===== config.mk =====
export PLATFORM = sky130hd
export DESIGN_NAME = haz_stall_ctrl_flat
export DESIGN_NICKNAME = d
export VERILOG_FILES = /design/src/rtl/haz_stall_ctrl_if.sv /design/src/rtl/haz_stall_ctrl.sv /design/src/flat_wrapper.sv
export SDC_FILE = /design/constraint.sdc
export NUM_CORES = 1
export LEC_CHECK = 0
export CORE_ASPECT_RATIO = 0.8
export CORE_MARGIN = 5
export CORE_UTILIZATION = 51
export CTS_BUF_LIST = sky130_fd_sc_hd__clkbuf_8
export DETAILED_ROUTE_END_ITERATION = 8
export GPL_TIMING_DRIVEN = 0
export PLACE_DENSITY = 0.87
export SYNTH_ARGS = -nofsm -noshare
export SYNTH_HDL_FRONTEND = slang
export SYNTH_SLANG_ARGS = --single-unit

===== constraint.sdc =====
create_clock -name clk -period 4.05 [get_ports clk]
set_input_delay 0.81 -clock clk [delete_from_list [all_inputs] [get_ports clk]]
set_output_delay 0.81 -clock clk [all_outputs]
set_load 0.02 [all_outputs]

===== src/rtl/haz_stall_ctrl_if.sv =====
// haz_stall_ctrl_if
// Bundles the signals exchanged between the pipeline datapath and the
// hazard/stall controller.
//   ID side  : id_rs, id_rt, id_uses_rs, id_uses_rt, id_mem_write
//   EX side  : ex_dst, ex_reg_write, ex_mem_read, branch_taken
//   control  : hold_req (external freeze)
//   outputs  : pc_en, ifid_en, idex_en, ifid_flush, idex_flush,
//              stall_active, stall_count
// master = pipeline datapath, slave = controller.
interface haz_stall_ctrl_if #(
  parameter int REG_W  = 3,
  parameter int STAT_W = 16
);
  logic [REG_W-1:0]  id_rs;
  logic [REG_W-1:0]  id_rt;
  logic              id_uses_rs;
  logic              id_uses_rt;
  logic              id_mem_write;
  logic [REG_W-1:0]  ex_dst;
  logic              ex_reg_write;
  logic              ex_mem_read;
  logic              branch_taken;
  logic              hold_req;
  logic              pc_en;
  logic              ifid_en;
  logic              idex_en;
  logic              ifid_flush;
  logic              idex_flush;
  logic              stall_active;
  logic [STAT_W-1:0] stall_count;

  modport master (
    output id_rs, id_rt, id_uses_rs, id_uses_rt, id_mem_write,
           ex_dst, ex_reg_write, ex_mem_read, branch_taken, hold_req,
    input  pc_en, ifid_en, idex_en, ifid_flush, idex_flush,
           stall_active, stall_count
  );

  modport slave (
    input  id_rs, id_rt, id_uses_rs, id_uses_rt, id_mem_write,
           ex_dst, ex_reg_write, ex_mem_read, branch_taken, hold_req,
    output pc_en, ifid_en, idex_en, ifid_flush, idex_flush,
           stall_active, stall_count
  );
endinterface


===== src/rtl/haz_stall_ctrl.sv =====
// haz_stall_ctrl
// Hazard detection and stall controller between ID, EX and MEM.
// Detects load-use and store-data hazards against the EX destination,
// stalls PC/IF-ID for STALL_CYCLES cycles while bubbling ID-EX, flushes
// on a taken branch, freezes everything on hold_req and keeps a
// saturating count of stall cycles.
// Ports:
//   clk    - system clock, rising edge
//   rst_n  - asynchronous reset, active-low
//   bus    - haz_stall_ctrl_if.slave (ID/EX inputs, pipeline controls)
//
// state | meaning
// ------+-----------------------------------------------------------
// RUN   | normal issue; a new hazard stalls this cycle
// STALL | multi-cycle stall in progress, cnt = stall cycles remaining
module haz_stall_ctrl #(
  parameter int REG_W        = 3,
  parameter int STALL_CYCLES = 1,
  parameter int ZERO_SKIP    = 1,
  parameter int FWD_STORE    = 0,
  parameter int STAT_W       = 16
) (
  input  logic            clk,
  input  logic            rst_n,
  haz_stall_ctrl_if.slave bus
);

  typedef enum logic {RUN, STALL} state_t;

  localparam logic [3:0]        CNT_INIT = 4'(STALL_CYCLES - 1);
  localparam logic [STAT_W-1:0] STAT_MAX = '1;

  state_t            state;
  logic [3:0]        cnt;
  logic [STAT_W-1:0] stall_count_q;

  logic ex_dst_live;
  logic match_rs;
  logic match_rt;
  logic load_use;
  logic store_data;
  logic haz;
  logic stall_now;
  logic stall_go;

  // A write to r0 is discarded by the register file, so it is not a
  // producer when ZERO_SKIP is set.
  assign ex_dst_live = bus.ex_reg_write &&
                       !((ZERO_SKIP != 0) && (bus.ex_dst == '0));
  assign match_rs    = ex_dst_live && (bus.id_rs == bus.ex_dst);
  assign match_rt    = ex_dst_live && (bus.id_rt == bus.ex_dst);

  // Qualifiers are ANDed in so unused (possibly X) source fields never
  // produce a hazard.
  assign load_use   = bus.ex_mem_read &&
                      ((bus.id_uses_rs && match_rs) ||
                       ((bus.id_uses_rt || bus.id_mem_write) && match_rt));
  assign store_data = (FWD_STORE == 0) && bus.id_mem_write &&
                      !bus.ex_mem_read && match_rt;
  assign haz        = load_use || store_data;

  // Once in STALL the remaining cycles run out regardless of haz.
  assign stall_now = (state == STALL) || haz;
  assign stall_go  = !bus.hold_req && !bus.branch_taken && stall_now;

  // Outputs are decoded from state and the live inputs so a hazard
  // seen in ID stalls in the very same cycle. Reset forces PASS
  // regardless of inputs.
  always_comb begin
    bus.pc_en        = 1'b1;
    bus.ifid_en      = 1'b1;
    bus.idex_en      = 1'b1;
    bus.ifid_flush   = 1'b0;
    bus.idex_flush   = 1'b0;
    bus.stall_active = 1'b0;
    if (rst_n) begin
      if (bus.hold_req) begin
        bus.pc_en   = 1'b0;
        bus.ifid_en = 1'b0;
        bus.idex_en = 1'b0;
      end else if (bus.branch_taken) begin
        bus.ifid_flush = 1'b1;
        bus.idex_flush = 1'b1;
      end else if (stall_now) begin
        bus.pc_en        = 1'b0;
        bus.ifid_en      = 1'b0;
        bus.idex_flush   = 1'b1;
        bus.stall_active = 1'b1;
      end
    end
  end

  always_ff @(posedge clk or negedge rst_n) begin
    if (!rst_n) begin
      state         <= RUN;
      cnt           <= 4'd0;
      stall_count_q <= '0;
    end else if (!bus.hold_req) begin
      if (bus.branch_taken) begin
        state <= RUN;
        cnt   <= 4'd0;
      end else if (state == STALL) begin
        cnt <= cnt - 4'd1;
        if (cnt == 4'd1) state <= RUN;
      end else if (haz && (STALL_CYCLES > 1)) begin
        // this cycle already counts as the first stall cycle
        state <= STALL;
        cnt   <= CNT_INIT;
      end
      if (stall_go && (stall_count_q != STAT_MAX))
        stall_count_q <= stall_count_q + STAT_W'(1);
    end
  end

  assign bus.stall_count = stall_count_q;

endmodule


===== src/flat_wrapper.sv =====
// flat-port wrapper written by rule: the top's interface ports become plain ports
module haz_stall_ctrl_flat 
#(
  parameter int REG_W        = 3,
  parameter int STALL_CYCLES = 1,
  parameter int ZERO_SKIP    = 1,
  parameter int FWD_STORE    = 0,
  parameter int STAT_W       = 16
)
  (clk, rst_n, bus_id_rs, bus_id_rt, bus_id_uses_rs, bus_id_uses_rt, bus_id_mem_write, bus_ex_dst, bus_ex_reg_write, bus_ex_mem_read, bus_branch_taken, bus_hold_req, bus_pc_en, bus_ifid_en, bus_idex_en, bus_ifid_flush, bus_idex_flush, bus_stall_active, bus_stall_count);
  haz_stall_ctrl_if #(.REG_W(REG_W), .STAT_W(STAT_W)) bus_i ();
  input  logic clk;
  input  logic rst_n;
  input wire logic [$bits(bus_i.id_rs)-1:0] bus_id_rs;
  input wire logic [$bits(bus_i.id_rt)-1:0] bus_id_rt;
  input wire logic [$bits(bus_i.id_uses_rs)-1:0] bus_id_uses_rs;
  input wire logic [$bits(bus_i.id_uses_rt)-1:0] bus_id_uses_rt;
  input wire logic [$bits(bus_i.id_mem_write)-1:0] bus_id_mem_write;
  input wire logic [$bits(bus_i.ex_dst)-1:0] bus_ex_dst;
  input wire logic [$bits(bus_i.ex_reg_write)-1:0] bus_ex_reg_write;
  input wire logic [$bits(bus_i.ex_mem_read)-1:0] bus_ex_mem_read;
  input wire logic [$bits(bus_i.branch_taken)-1:0] bus_branch_taken;
  input wire logic [$bits(bus_i.hold_req)-1:0] bus_hold_req;
  output wire logic [$bits(bus_i.pc_en)-1:0] bus_pc_en;
  output wire logic [$bits(bus_i.ifid_en)-1:0] bus_ifid_en;
  output wire logic [$bits(bus_i.idex_en)-1:0] bus_idex_en;
  output wire logic [$bits(bus_i.ifid_flush)-1:0] bus_ifid_flush;
  output wire logic [$bits(bus_i.idex_flush)-1:0] bus_idex_flush;
  output wire logic [$bits(bus_i.stall_active)-1:0] bus_stall_active;
  output wire logic [$bits(bus_i.stall_count)-1:0] bus_stall_count;
  assign bus_i.id_rs = bus_id_rs;
  assign bus_i.id_rt = bus_id_rt;
  assign bus_i.id_uses_rs = bus_id_uses_rs;
  assign bus_i.id_uses_rt = bus_id_uses_rt;
  assign bus_i.id_mem_write = bus_id_mem_write;
  assign bus_i.ex_dst = bus_ex_dst;
  assign bus_i.ex_reg_write = bus_ex_reg_write;
  assign bus_i.ex_mem_read = bus_ex_mem_read;
  assign bus_i.branch_taken = bus_branch_taken;
  assign bus_i.hold_req = bus_hold_req;
  assign bus_pc_en = bus_i.pc_en;
  assign bus_ifid_en = bus_i.ifid_en;
  assign bus_idex_en = bus_i.idex_en;
  assign bus_ifid_flush = bus_i.ifid_flush;
  assign bus_idex_flush = bus_i.idex_flush;
  assign bus_stall_active = bus_i.stall_active;
  assign bus_stall_count = bus_i.stall_count;
  haz_stall_ctrl #(.REG_W(REG_W), .STALL_CYCLES(STALL_CYCLES), .ZERO_SKIP(ZERO_SKIP), .FWD_STORE(FWD_STORE), .STAT_W(STAT_W)) u_core (.clk(clk), .rst_n(rst_n), .bus(bus_i));
endmodule

# [Yosys cells after proc, flatten, opt, wreduce, memory -nomap -nowiden]
# Index checks and enable logic that the tools add are counted.
[op_classes] bitwise_logic=1 n_reduce_logical=23 n_mul=0 shift=0 muxes=21 n_div=0 magnitude_cmp=0 add_sub_neg=2 n_eq_ne=4
[ops] op="1-bit 2-to-1 mux" n=19
[ops] op="16-bit by 1-bit adder with 16-bit output (second input constant)" n=1
[ops] op="16-bit != test (second input constant)" n=1
[ops] op="1-bit logical AND" n=11
[ops] op="4-bit 2-to-1 mux" n=2
[ops] op="3-bit == test" n=2
[ops] op="4-bit by 1-bit == test with 1-bit output (second input constant)" n=1
[ops] op="1-bit logical NOT" n=4
[ops] op="1-bit logical OR" n=4
[ops] op="2-bit AND reduction" n=2
[ops] op="4-bit by 1-bit subtractor with 4-bit output (second input constant)" n=1
[ops] op="3-bit logical NOT" n=1
[ops] op="2-bit nonzero test" n=1
[ops] op="1-bit NOT" n=1
[word_totals] wordCells=54 mem_bits_rw=0 mem_count=0 in_bits=18 out_inout_bits=22 register_bits=21 latchBits=0 mem_bits_ro=0

# [Logic depth before layout (Yosys ltp)]
[depth] depth_word=13 ltp_mapped=9 depth_no_buf=7

# [Worst setup path before layout]
# Ideal clock, no wire load.
[synth_timing] path_type="input -> output" startpoint="in bus_ex_dst[1]" endpoint="out bus_pc_en" arrival_ps=2162 required_time_ps=3240 path_buffers=1 slack_ps=1078 path_stages=7 cell_sequence="xor2_1 > nor4_2 > or2_1 > nor2b_1 > o21ba_1 > o21ai_1 > buf_4"
[synth_via] elab_chain_len=13 elab_cells_between_ends=18 classes_between="2 x eq/ne; 4 x mux; 12 x reduce/logical"
[synth_lines] element="start: declaration" line_no="flat_wrapper.sv:19" text="input wire logic [$bits(bus_i.ex_dst)-1:0] bus_ex_dst;"
[synth_lines] element="3-bit logical NOT" line_no="haz_stall_ctrl.sv:49" text="!((ZERO_SKIP != 0) && (bus.ex_dst == '0));"
[synth_lines] element="1-bit logical NOT" line_no="haz_stall_ctrl.sv:49"
[synth_lines] element="1-bit logical AND" line_no="haz_stall_ctrl.sv:48" text="assign ex_dst_live = bus.ex_reg_write &&"
[synth_lines] element="1-bit logical AND, on equally long branches" line_no="haz_stall_ctrl.sv:50, haz_stall_ctrl.sv:51"
[synth_lines] element="1-bit logical AND, on equally long branches" line_no="haz_stall_ctrl.sv:56, haz_stall_ctrl.sv:57"
[synth_lines] element="1-bit logical OR" line_no="haz_stall_ctrl.sv:56" text="((bus.id_uses_rs && match_rs) ||"
[synth_lines] element="1-bit logical AND" line_no="haz_stall_ctrl.sv:55" text="assign load_use = bus.ex_mem_read &&"
[synth_lines] element="1-bit logical OR (*)" line_no="haz_stall_ctrl.sv:60" text="assign haz = load_use || store_data;"
[synth_lines] element="1-bit logical OR (*)" line_no="haz_stall_ctrl.sv:63" text="assign stall_now = (state == STALL) || haz;"
[synth_lines] element="1-bit 2-to-1 mux (*) (4 in series)"
[synth_lines] element="end: declaration" line_no="flat_wrapper.sv:24" text="output wire logic [$bits(bus_i.pc_en)-1:0] bus_pc_en;"
# Mark *: on every way between the ends. The rest lies on a longest branch, timed or not.

# [Worst setup path in the final report]
[layout_timing] startpoint="in bus_ex_dst[0]" endpoint="out bus_ifid_en"
[layout_via] elab_chain_len=13 elab_cells_between_ends=18 classes_between="2 x eq/ne; 4 x mux; 12 x reduce/logical"
[layout_lines] element="3-bit logical NOT" line_no="haz_stall_ctrl.sv:49"
[layout_lines] element="1-bit logical NOT" line_no="haz_stall_ctrl.sv:49"
[layout_lines] element="1-bit logical AND" line_no="haz_stall_ctrl.sv:48"
[layout_lines] element="1-bit logical AND, on equally long branches" line_no="haz_stall_ctrl.sv:50, haz_stall_ctrl.sv:51"
[layout_lines] element="1-bit logical AND, on equally long branches" line_no="haz_stall_ctrl.sv:56, haz_stall_ctrl.sv:57"
[layout_lines] element="1-bit logical OR" line_no="haz_stall_ctrl.sv:56"
[layout_lines] element="1-bit logical AND" line_no="haz_stall_ctrl.sv:55"
[layout_lines] element="1-bit logical OR (*)" line_no="haz_stall_ctrl.sv:60"
[layout_lines] element="1-bit logical OR (*)" line_no="haz_stall_ctrl.sv:63"
[layout_lines] element="1-bit 2-to-1 mux (*)" line_no="haz_stall_ctrl.sv:84" text="end else if (stall_now) begin"
[layout_lines] element="1-bit 2-to-1 mux (*)" line_no="haz_stall_ctrl.sv:81" text="end else if (bus.branch_taken) begin"
[layout_lines] element="1-bit 2-to-1 mux (*)" line_no="haz_stall_ctrl.sv:77" text="if (bus.hold_req) begin"
[layout_lines] element="1-bit 2-to-1 mux (*)" line_no="haz_stall_ctrl.sv:76" text="if (rst_n) begin"
[layout_lines] element="end: declaration" line_no="flat_wrapper.sv:25" text="output wire logic [$bits(bus_i.ifid_en)-1:0] bus_ifid_en;"
# Marked as above.

==> metrics.txt <==
H-tree depth=1; CP Capture Type=output pin; DPL Wire Length=2370 um; Logic pwr share=~22%; largest family of logic cells by synthesized area=simple AND/OR/NAND/NOR gates; nets@finish=roughly 190; worst clock skew=around 0.0012 ns; Peak Freq=0.256 GHz; Slew headroom=28.7%; placement-stage cell area=1670 um^2; WS Path Type=input port to output pin; CP Launch Type=input port; Hold WS=approximately 0.50 ns; Post-synth ARST share=100%; final instance area=1720 um^2; post-route ant nets=0; largest net degree at the start of global routing=27; clock buffer depth=2; M1 GR Usage=22.0%; switching power=0.138 mW; Routed WL=3110 um; WL/cell=16.1 um; Vert. Die Dim=54.4 um; I/O Buffers=38; drt drc=0; CTS Sinks=21; CP required=between 3 and 4 ns; final setup fails=0; post-synthesis cell count=approximately 130; Int Power=0.348 mW; DR pass1 iterations=4; Post-synth top flop=dfrtp_1; sequential share of the synthesized area=a little over two fifths; Antenna diodes=0; post-synthesis mux area share=under 10%; clock tree root driver cell=clkbuf_8; FF+latch count, synth=21; CTS Buf Count=3; Post-CTS Setup Bufs=0; Leak=0.777 nW; min-delay src=u_core.bus.stall_count[7]$_DFFE_PN0P_; Post-Synthesis Net Count=146; mean area per synthesized cell=10.1 um^2; reg2reg start=u_core.bus.stall_count[0]$_DFFE_PN0P_; Area contributors post-synth=dfrtp_1, xnor2_1, xor2_1, nand3_1, and3_1; post-synth cell types=38; most common cell after layout, fill and taps aside=clkdlybuf4s50_1; Initial DRC Count=39; M2 GR Usage=36.5%; worst path arrival time=3.09 ns; via count=1,074; max-slew violation count=0; Vias/cell=between 5 and 6; GR Util met3=5.75%; vias in the first global route=1,141; maxcap violations=0; Layout Utilization=a little under three quarters; xor-xnor portion of the synthesized cell area=13.9%; Power Dens Cells=282 nW/um^2; EDFF count, synth=0; CTS clk-pin slew, worst paths=approximately 0.070 ns; area share of and/or/nand/nor cells after synthesis=26.1%; Compound-Gate Fraction of Synth Area=8.25%; grt peak-use layer=met2; worst setup path start=bus_ex_dst[0]; switching share of power=28.4%; share of layout cells above drive strength 1=9.58%; Synth top area share=between 40% and 50%; Clock Power Share=between 20% and 30%; Final Power=0.486 mW; Final Hold Fails=0; Slew @ Worst Pin=1.07 ns; I/O pins=40; die area=between 3000 and 4000 um^2; status=finished clean; Remaining Overflow, GRT=0; core area=about 2400 um^2; Row Count=16; CP max FO=3; Hold Path Class=flop to flop; FILL cells=189; gpl congestion=0.785; area leader, netlist=dfrtp_1; first-pass GRT wire length=5290 um; Initial Util=52.4%; share of power burned in registers=49.8%; overall routing resource usage=19.5%; TritonCTS clock tree=built; RSZ-0062 raised after global routing=false; Synth-to-Final Area Change=37.0%; Synth Area in Adders=2.98%; commonest cells after routing, fill and taps aside=clkdlybuf4s50_1, dfrtp_1, xnor2_1; Synth warnings=0; post-route clock period utilization=a little over nine tenths; cts repair resizes=0; Tmin final=3.90 ns; cts hold-fix bufs=0; worst vdd ir=between 0.2 and 0.25 mV; Die W=65.5 um; insertion delay to the later sink of the worst-skew pair=0.26 ns; Syn Std Cell Area=approximately 1300 um^2; initial antenna violation count=0; sum of negative setup slack=0 ns
==> through the flow <==
step | worst slack, ns | std cells
2_1_floorplan | 1.08 | 125
3_3_place_gp | 0.118 | 190
3_5_place_dp | 0.0609 | 190
4_1_cts | 0.0550 | 194
5_1_grt | 0.0183 | 194
6_report | 0.151 | 194
==> synthesized netlist by cell type, types with 4 or more instances <==
| library cell | count |
|---|---|
| o21ai_0 | 4 |
| nand4_1 | 4 |
| xnor2_1 | 13 |
| nand2_1 | 10 |
| and4_1 | 4 |
| dfrtp_1 | 21 |
| nor3_1 | 4 |
| xor2_1 | 7 |
| nand3_1 | 11 |
| and3_1 | 7 |
| a21oi_1 | 4 |
==> layer usage <==
layer  share of wire, %  vias to the layer above
li1                   -                      526
met1                 44                      520
met2                 51                       23
met3                3.8                        5
met4               0.55                        0
met5                  0                        -
==> state kept, by name, indices dropped and copies added, names as in the netlist <==
| signal | flops |
|---|---|
| u_core.bus.stall_count | 16 |
| u_core.state | 1 |
| u_core.cnt | 4 |
==> kinds of logic (layout without fill, tap and decap cells) <==
family	count (synthesis)	after routing
muxes	3	3
xor gates and xnor gates	20	20
AOI/OAI and AO/OA	15	15
and+or+nand+nor	54	54
DFF	21	21
adders and majority gates	3	3
buffers and inverters	9	51
==> final cells by class <==
type,count,area [um^2],share of cell area [%]
multi-input cells,95,683,39.6
flip-flops and latches,21,526,30.5
repair buffers,38,385,22.4
plain buffers,7,42.5,2.47
clock buffers,3,41.3,2.39
well taps,27,33.8,1.96
inverters,2,7.51,0.435
clock inverters,1,5.00,0.290
==> power by group through the flow <==
stage | Clock, mW | Combinational [mW] | Sequential (mW)
final | 0.136 | 0.107 | 0.242
after global routing | 0.148 | 0.118 | 0.245
after CTS | 0.141 | 0.109 | 0.242
after detailed placement | 0 | 0.109 | 0.246
after global placement | 0 | 0.104 | 0.244
after floorplan | 0 | 0.0445 | 0.253
==> worst paths after layout <==
| check | to | slack [ns] | depth (start not counted) |
|---|---|---|---|
| max reg2reg | u_core.bus.stall_count[6]$_DFFE_PN0P_ | 2.11 | 9 |
| max | bus_ifid_en | 0.15 | 8 |
| min | u_core.bus.stall_count[7]$_DFFE_PN0P_ | 0.50 | 1 |
| max in group asynchronous | u_core.bus.stall_count[15]$_DFFE_PN0P_ | 2.29 | 1 |
| min reg2reg | u_core.bus.stall_count[7]$_DFFE_PN0P_ | 0.50 | 1 |
| min in group asynchronous | u_core.cnt[1]$_DFFE_PN0P_ | 1.12 | 1 |
==> critical path, cell delays in order <==
cell and delay (ns):
clkdlybuf4s50_1 0.55, xor2_1 0.21, nor4_2 0.09, or2_1 0.24, nor2b_1 0.15, o21ba_1 0.19
o21ai_1 0.19, clkdlybuf4s50_1 0.66
(Power assumes the default switching activity.)
